File: src/rtl/jk_drv_pkg.sv
// Shared types for the JK register driver: FSM states and per-bit excitation codes.
// Latency: none (types and a pure combinational helper only).
// Backpressure: not applicable.
package jk_drv_pkg;

    typedef enum logic [2:0] {
        ST_IDLE,
        ST_DRIVE,
        ST_SETTLE,
        ST_CHECK,
        ST_ERR
    } state_t;

    // Excitation code is packed as {j, k}
    typedef enum logic [1:0] {
        EXC_HOLD   = 2'b00,
        EXC_RESET  = 2'b01,
        EXC_SET    = 2'b10,
        EXC_TOGGLE = 2'b11
    } exc_t;

    // Choose the JK input pair that moves the current bit q to target.
    function automatic exc_t exc_code(input logic q, input logic target, input logic use_toggle);
        exc_t code;
        code = EXC_HOLD;
        if (q != target) begin
            if (use_toggle)
                code = EXC_TOGGLE;
            else if (target)
                code = EXC_SET;
            else
                code = EXC_RESET;
        end
        return code;
    endfunction

endpackage

File: src/rtl/jk_excite_bit.sv
// Single-bit JK excitation: maps current Q and desired value to a J/K pair.
// Latency: purely combinational.
// Backpressure: not applicable.
module jk_excite_bit
    import jk_drv_pkg::*;
(
    input  logic q,
    input  logic target,
    input  logic use_toggle,
    output logic j,
    output logic k
);

    exc_t code;

    // Look up the excitation code for this bit
    always_comb begin
        code = exc_code(q, target, use_toggle);
    end

    assign j = code[1];
    assign k = code[0];

endmodule

File: src/rtl/jk_register_driver.sv
// Drives an external JK register to a requested word, reads it back and re-drives on mismatch.
// Latency: transfer to done pulse is 3 cycles with changing bits, 2 cycles when nothing differs.
// Backpressure: tgt_ready is high only in IDLE; a failed verify after all retries parks in ERR until err_clr.
module jk_register_driver
    import jk_drv_pkg::*;
#(
    parameter int WIDTH      = 4,
    parameter int MAX_RETRY  = 2,
    parameter int USE_TOGGLE = 0
) (
    input  logic             clk,
    input  logic             rst_n,
    input  logic             tgt_valid,
    output logic             tgt_ready,
    input  logic [WIDTH-1:0] tgt_data,
    input  logic [WIDTH-1:0] q_fb,
    output logic [WIDTH-1:0] j,
    output logic [WIDTH-1:0] k,
    output logic             done,
    output logic             error,
    input  logic             err_clr
);

    localparam int RW = (MAX_RETRY < 1) ? 1 : $clog2(MAX_RETRY + 1);
    localparam logic [RW-1:0] RETRY_LIMIT = RW'(MAX_RETRY);

    state_t           state, state_nxt;
    logic [WIDTH-1:0] tgt_q, tgt_nxt;
    logic [WIDTH-1:0] j_q, j_nxt;
    logic [WIDTH-1:0] k_q, k_nxt;
    logic [RW-1:0]    retry_q, retry_nxt;
    logic             done_q, done_nxt;

    logic [WIDTH-1:0] exc_tgt;
    logic [WIDTH-1:0] exc_j;
    logic [WIDTH-1:0] exc_k;
    logic             transfer;
    logic             match;

    assign tgt_ready = (state == ST_IDLE);
    assign transfer  = tgt_valid && tgt_ready;
    assign match     = (q_fb == tgt_q);

    // In IDLE the excitation is computed against the word being offered so the
    // first drive can start on the transfer edge; afterwards against the latched target.
    assign exc_tgt = (state == ST_IDLE) ? tgt_data : tgt_q;

    for (genvar b = 0; b < WIDTH; b++) begin : g_excite
        jk_excite_bit u_excite (
            .q          (q_fb[b]),
            .target     (exc_tgt[b]),
            .use_toggle (USE_TOGGLE != 0),
            .j          (exc_j[b]),
            .k          (exc_k[b])
        );
    end

    // Next-state and next-output logic; j/k default to zero so they are only live in DRIVE
    always_comb begin
        state_nxt = state;
        tgt_nxt   = tgt_q;
        retry_nxt = retry_q;
        j_nxt     = '0;
        k_nxt     = '0;
        done_nxt  = 1'b0;
        case (state)
            ST_IDLE: begin
                if (transfer) begin
                    tgt_nxt   = tgt_data;
                    retry_nxt = '0;
                    if ((q_fb ^ tgt_data) != '0) begin
                        state_nxt = ST_DRIVE;
                        j_nxt     = exc_j;
                        k_nxt     = exc_k;
                    end else begin
                        state_nxt = ST_SETTLE;
                    end
                end
            end
            ST_DRIVE:  state_nxt = ST_SETTLE;
            ST_SETTLE: state_nxt = ST_CHECK;
            ST_CHECK: begin
                if (match) begin
                    state_nxt = ST_IDLE;
                    done_nxt  = 1'b1;
                end else if (retry_q < RETRY_LIMIT) begin
                    state_nxt = ST_DRIVE;
                    retry_nxt = retry_q + RW'(1);
                    j_nxt     = exc_j;
                    k_nxt     = exc_k;
                end else begin
                    state_nxt = ST_ERR;
                end
            end
            ST_ERR: begin
                if (err_clr)
                    state_nxt = ST_IDLE;
            end
            default: state_nxt = ST_IDLE;
        endcase
    end

    // State and registered outputs; reset clears j/k immediately so a drive cannot linger
    always_ff @(posedge clk or negedge rst_n) begin
        if (!rst_n) begin
            state   <= ST_IDLE;
            tgt_q   <= '0;
            j_q     <= '0;
            k_q     <= '0;
            retry_q <= '0;
            done_q  <= 1'b0;
        end else begin
            state   <= state_nxt;
            tgt_q   <= tgt_nxt;
            j_q     <= j_nxt;
            k_q     <= k_nxt;
            retry_q <= retry_nxt;
            done_q  <= done_nxt;
        end
    end

    assign j     = j_q;
    assign k     = k_q;
    assign done  = done_q;
    assign error = (state == ST_ERR);

endmodule

File: config.mk
export PLATFORM = sky130hd
export DESIGN_NAME = jk_register_driver
export DESIGN_NICKNAME = d
export VERILOG_FILES = /design/src/rtl/jk_drv_pkg.sv /design/src/rtl/jk_excite_bit.sv /design/src/rtl/jk_register_driver.sv
export SDC_FILE = /design/constraint.sdc
export NUM_CORES = 1
export LEC_CHECK = 0
export ABC_AREA = 1
export CAP_MARGIN = 10
export CORE_MARGIN = 2
export CORE_UTILIZATION = 48
export DETAILED_ROUTE_END_ITERATION = 10
export PLACE_DENSITY = 0.77
export SYNTH_ARGS = -nofsm -noshare
export SYNTH_HDL_FRONTEND = slang
export SYNTH_SLANG_ARGS = --single-unit
export TNS_END_PERCENT = 50
File: constraint.sdc
create_clock -name clk -period 1.7 [get_ports clk]
set_input_delay 0.34 -clock clk [delete_from_list [all_inputs] [get_ports clk]]
set_output_delay 0.34 -clock clk [all_outputs]
set_load 0.01 [all_outputs]
Word-level counts from Yosys, hierarchy flattened
Index checks and enable logic that the tools add are counted.

Register bits after elaboration: 18. Logic and storage cells: 60. Output and inout port bits: 11.

Reduce and logical (&&, ||, !) cells: 7. Bitwise logic cells: 1. Magnitude comparators: 1. Add/sub/neg operators: 1. Equality and inequality tests: 13. Muxes and demuxes: 31.

Operators by type and width (number): 4-bit 2-to-1 mux (9); 2-bit 2-to-1 mux (12); 4-bit case mux with 2 select lines (2); 3-bit case mux with 5 select lines (1); 3-bit 2-to-1 mux (4); 3-bit by 2-bit equality test with 1-bit output (second input constant) (2); 4-bit equality test (1); 1-bit != test (4); 2-bit by 1-bit != test with 1-bit output (second input constant) (2); 2-bit != test (second input constant) (2); 2-bit case mux with 2 select lines (1); 2-bit AND reduction (2); 4-bit AND reduction (1); 4-bit nonzero test (1); 4-bit XOR (1); 3-bit by 1-bit equality test with 1-bit output (second input constant) (1); 3-bit equality test (second input constant) (1); 3-bit logical NOT (1); 2-bit by 1-bit adder with 2-bit output (second input constant) (1); 2-bit < comparator (second input constant) (1); 1-bit 2-to-1 mux (2); 2-bit nonzero test (1); 1-bit logical AND (1).

Longest topological paths before layout
Word-level depth: 7. Mapped depth: 9.

Hierarchy
From an unflattened synthesis, not the netlist that was laid out.

Cell total of the unflattened synthesis: 164. Area total of the unflattened synthesis: 1129.8 um2.

By module, submodules not included: jk_register_driver (seq. area each 450.4 um2, times used 1, area an instance 994.7 um2, cells each 128); jk_excite_bit (seq. area each 0.0 um2, times used 4, area an instance 33.8 um2, cells each 9).

Least setup slack after synthesis
OpenSTA, ideal clock, no wires.

Path kind: reg2reg. Start: register state[0]. End: register retry_q[1]. Setup slack: 0.502 ns. Data arrival time: 1.082 ns. Library setup time: 0.117 ns. Stages on the path, launching flop included: 8. Period minus slack after synthesis: 1.198 ns. Path buffers: 1. Cells stage by stage: dfrtp_1 > nor2_4 > nand2_2 > buf_6 > nand2_2 > nand3_2 > nand2_1 > nand2_1.

Word-level cells in the longest chain between the ends: 4. Elaborated cells on any way between the ends: 9.

Ends and longest elaborated chain: start: declaration (line jk_register_driver.sv:27) `state_t state, state_nxt;`; start signal: assignment (line jk_register_driver.sv:113) `state <= state_nxt;`; 3-bit logical NOT (line jk_register_driver.sv:40, jk_register_driver.sv:66); 1-bit logical AND (line jk_register_driver.sv:41) `assign transfer = tgt_valid && tgt_ready;`; 2-bit by 1-bit != test with 1-bit output (no source line); 4-bit AND reduction (no source line); end signal: assignment (line jk_register_driver.sv:117) `retry_q <= retry_nxt;`; end: declaration (line jk_register_driver.sv:31) `logic [RW-1:0] retry_q, retry_nxt;`.

Parallel ways exist; a longest one is shown, timed or not. A chain may end at the register's enable or synchronous reset.

Final worst setup path
Start: register state[0]. End: output port error.

Word-level cells in the longest chain between the ends: 1.

Ends and longest elaborated chain: 3-bit equality test (line jk_register_driver.sv:125) `assign error = (state == ST_ERR);`; end: declaration (line jk_register_driver.sv:20) `output logic error,`.

No other way between the ends.

==> run metrics <==
status=completed; critical path class=reg2out; Worst path max stage delay=~0.43 ns; Pre-Repair DR Iteration Count=5; Worst Hold Slack=roughly 0.36 ns; power density cells=between 1500 and 2000 nW/um2; wl on met1=approximately 970 um; P_int=approximately 1100 uW; #FFs+latches synth=18; Critical-path top delay cell=dfrtp_1; Synth Area in Compound Gates=5.682%; final routed wire length divided by cell count=11.52 um; launching point of the worst reg2reg path=state[0]$_DFFE_PN0P_; setup TNS=0 ns; Syn Nets=about 150; cell type contributing the most total cell area after synthesis=dfrtp_1; routed vias=between 900 and 1k; Sw Ratio=43.39%; clock-pin slew of the registers on the worst-case setup and hold paths=between 0.1 and 0.15 ns; main combinational cell family by area after synthesis=simple AND/OR/NAND/NOR gates; via count of the first global-routing pass=966; largest cells by area after synthesis=dfrtp_1 45%, nand2_1 16%, inv_1 8.3%; antenna diode count=0; initial cell density of the core=~50%; setup-violating endpoint count in the final report=0; Core Rows=16; maximum fanout count along the critical path=3; fraction of synthesized cell area taken by the top area cell type=between 40% and 50%; clock network fraction of total power=between 10% and 20%; net switching power=~870 uW; maximum number of buffers from clock root to sink=2; Gate Count Post-Synth=~140; worst path setup slack after routing=0.1030 ns; largest net degree at the start of global routing=19; cell depth of the worst flop-to-flop path=9; number of hold-repair buffers added at the cts stage=0; Flop pwr share=32.6%; gr usage total=between 20% and 30%; global-route wire length before repair=4050 um; insertion delay to the later sink of the worst-skew pair=approximately 0.30 ns; number of buffers added on ports=22; power consumption=approximately 2000 uW; synthesized cell area=approximately 1000 um2; top metal layer carrying routed signals=met4; endpoint of the worst-slack reg-to-reg timing path=retry_q[1]$_DFFE_PN0P_; Synth Warn #=0; portion of total power attributed to combinational logic=between 50% and 60%; Initial DRC Count=13; final count of hold timing violations=0; detailed-route wire length=~2300 um; height of the die=roughly 49 um; Hold Crit Class=in2async; Synth-to-Final Area Change=34.72%; multiplexer fraction of the synthesized cell area=0%; CTS Buf Count=3; Met2 Wirelength=1159 um; slew at the pin closest to its max-slew limit=0.2260 ns; element type at the critical path start=flip-flop; number of max-cap violations=0; Slew HR=a little over four fifths; post-route fraction of the period consumed by the critical path=a little over nine tenths; number of I/O pins=23; endpoint type of the worst setup path=output port; arithmetic-cell share of the synthesized area counting full adders, half adders and majority gates=0%; maximum clock rate=0.6262 GHz; clock tree root driver cell=clkbuf_4; synth unique cells=15; end-of-flow core utilization=between 60% and 70%; internal reg-to-reg setup slack=around 0.28 ns; DRC violations left=0; simple-gate portion of the synthesized area=38.64%; nets=between 150 and 200; list of cells traversed by the critical path=nor2_4, nand2_1, inv_1, dlygate4sd2_1; final count of pins violating max slew=0; met3 wire len=slightly above 90 um; final estimated routing congestion in global placement=around 0.87; Via-to-Cell Ratio=roughly 5; Worst EP arrival=approximately 1.3 ns; fraction of layout cells with a size suffix above 1=between 10 and 15%; Die Wd=49.44 um; worst-case clock skew=about 0.0015 ns; maximum resistive drop on vdd=just over 0.9 mV; post-detailed-route count of antenna-violating nets=0; post-synthesis sequential area ratio=a little under half; grt ovf=0; number of antenna violations at the first check in global routing=0; post-detailed-placement half-perimeter wirelength=~1700 um; average footprint of a synthesized cell=7.340 um2; H-tree level count=1; core outline area=slightly below 2000 um2; pre-CTS setup slack=-0.1002 ns; fraction of synthesized cell area in xor and xnor cells=0%; Required @ worst endpoint=between 1 and 1.5 ns; CTS tree=built; floorplan die area=about 2400 um2; clock period minus worst slack=roughly 1.6 ns; number of clock sinks=18; static leakage=approximately 0.0007 uW
[layout by cell type, fill, tap and decap left out]
| cell type | count |
|---|---|
| clkdlybuf4s50_1 | 20 |
| clkbuf_8 | 1 |
| nand4_1 | 1 |
| nand3_2 | 1 |
| a31oi_1 | 1 |
| inv_2 | 2 |
| dlygate4sd2_1 | 2 |
| nor2_1 | 13 |
| nand3_1 | 10 |
| nand2_1 | 43 |
| inv_1 | 22 |
| clkbuf_4 | 3 |
| o21ai_1 | 4 |
| dfrtp_1 | 18 |
| nor2_4 | 4 |
| o21ai_0 | 6 |
| buf_4 | 9 |
| nand3b_1 | 4 |
| nand2_2 | 5 |
[final cells by class]
type | instances | area, um2
Timing Repair Buffer | 31 | 285.3
Fill cell | 175 | 626.9
Tap cell | 27 | 33.78
Multi-Input combinational cell | 92 | 439.2
Clock buffer | 4 | 36.28
Sequential cell | 18 | 450.4
Inverter | 24 | 90.09
[worst max path at each step]
stage / slack [ns] / from / cells after the start / to
3_3_place_gp: -0.05 / q_fb[2] / 10 / j[2]$_DFF_PN0_
6_report: 0.10 / state[0]$_DFFE_PN0P_ / 4 / error
2_1_floorplan: 0.50 / state[0]$_DFFE_PN0P_ / 7 / retry_q[1]$_DFFE_PN0P_
4_1_cts: 0.10 / state[0]$_DFFE_PN0P_ / 4 / error
5_1_grt: -0.009 / state[0]$_DFFE_PN0P_ / 4 / error
3_5_place_dp: -0.10 / q_fb[2] / 10 / j[3]$_DFF_PN0_
[synth_stat cells]
cell type,number
nand3_1,10
nand4_1,1
nor2_1,13
a31oi_1,1
inv_1,22
nor2_4,4
inv_2,2
nand2_2,5
o21ai_0,6
dfrtp_1,18
nand3b_1,4
o21ai_1,4
buf_6,1
nand3_2,1
nand2_1,43
[cell families (layout without fill, tap and decap cells)]
family / Yosys count / after routing
buf+inv: 25 / 59
simple gates: 81 / 81
flops: 18 / 18
compound gates: 11 / 11
[worst max-delay path: cells and delay by family, from the launching register on]
family                 cells  cell delay, ns
flip-flops                 1            0.43
buffers and inverters      2            0.30
AND/OR/NAND/NOR            2            0.22
[timing repair]
item / 4_1_cts / 5_1_grt
resized for setup: 2 / 0
setup endpoints to repair: 2 / 1
gates cloned: 0 / 0
setup buffers: 2 / 1
pin swaps: 0 / 0
[layer usage]
metal / global-route usage, % / up-vias
met5: 0 / -
met4: 6.944 / 0
met3: 3.681 / 7
met2: 38.51 / 29
met1: 25.45 / 452
li1: - / 485
[through the flow]
step | instances | instance area (um2)
2_1_floorplan | 135 | 991.0
3_3_place_gp | 189 | 1279
3_5_place_dp | 189 | 1279
4_1_cts | 195 | 1328
5_1_grt | 196 | 1335
6_report | 196 | 1335
[power groups by stage]
| stage | clock [uW] | sequential (uW) | combinational [uW] |
|---|---|---|---|
| 2_1_floorplan | 0 | 679 | 703 |
| 3_5_place_dp | 0 | 674 | 1020 |
| 4_1_cts | 270 | 651 | 1060 |
| 6_report | 271 | 657 | 1090 |
| 3_3_place_gp | 0 | 667 | 986 |
| 5_1_grt | 291 | 669 | 1220 |
[flip-flops by register name, indices dropped and copies added (netlist names)]
name,count
j,4
k,4
tgt_q,4
state,3
retry_q,2
done,1
Power figures use the tool's default switching activity.
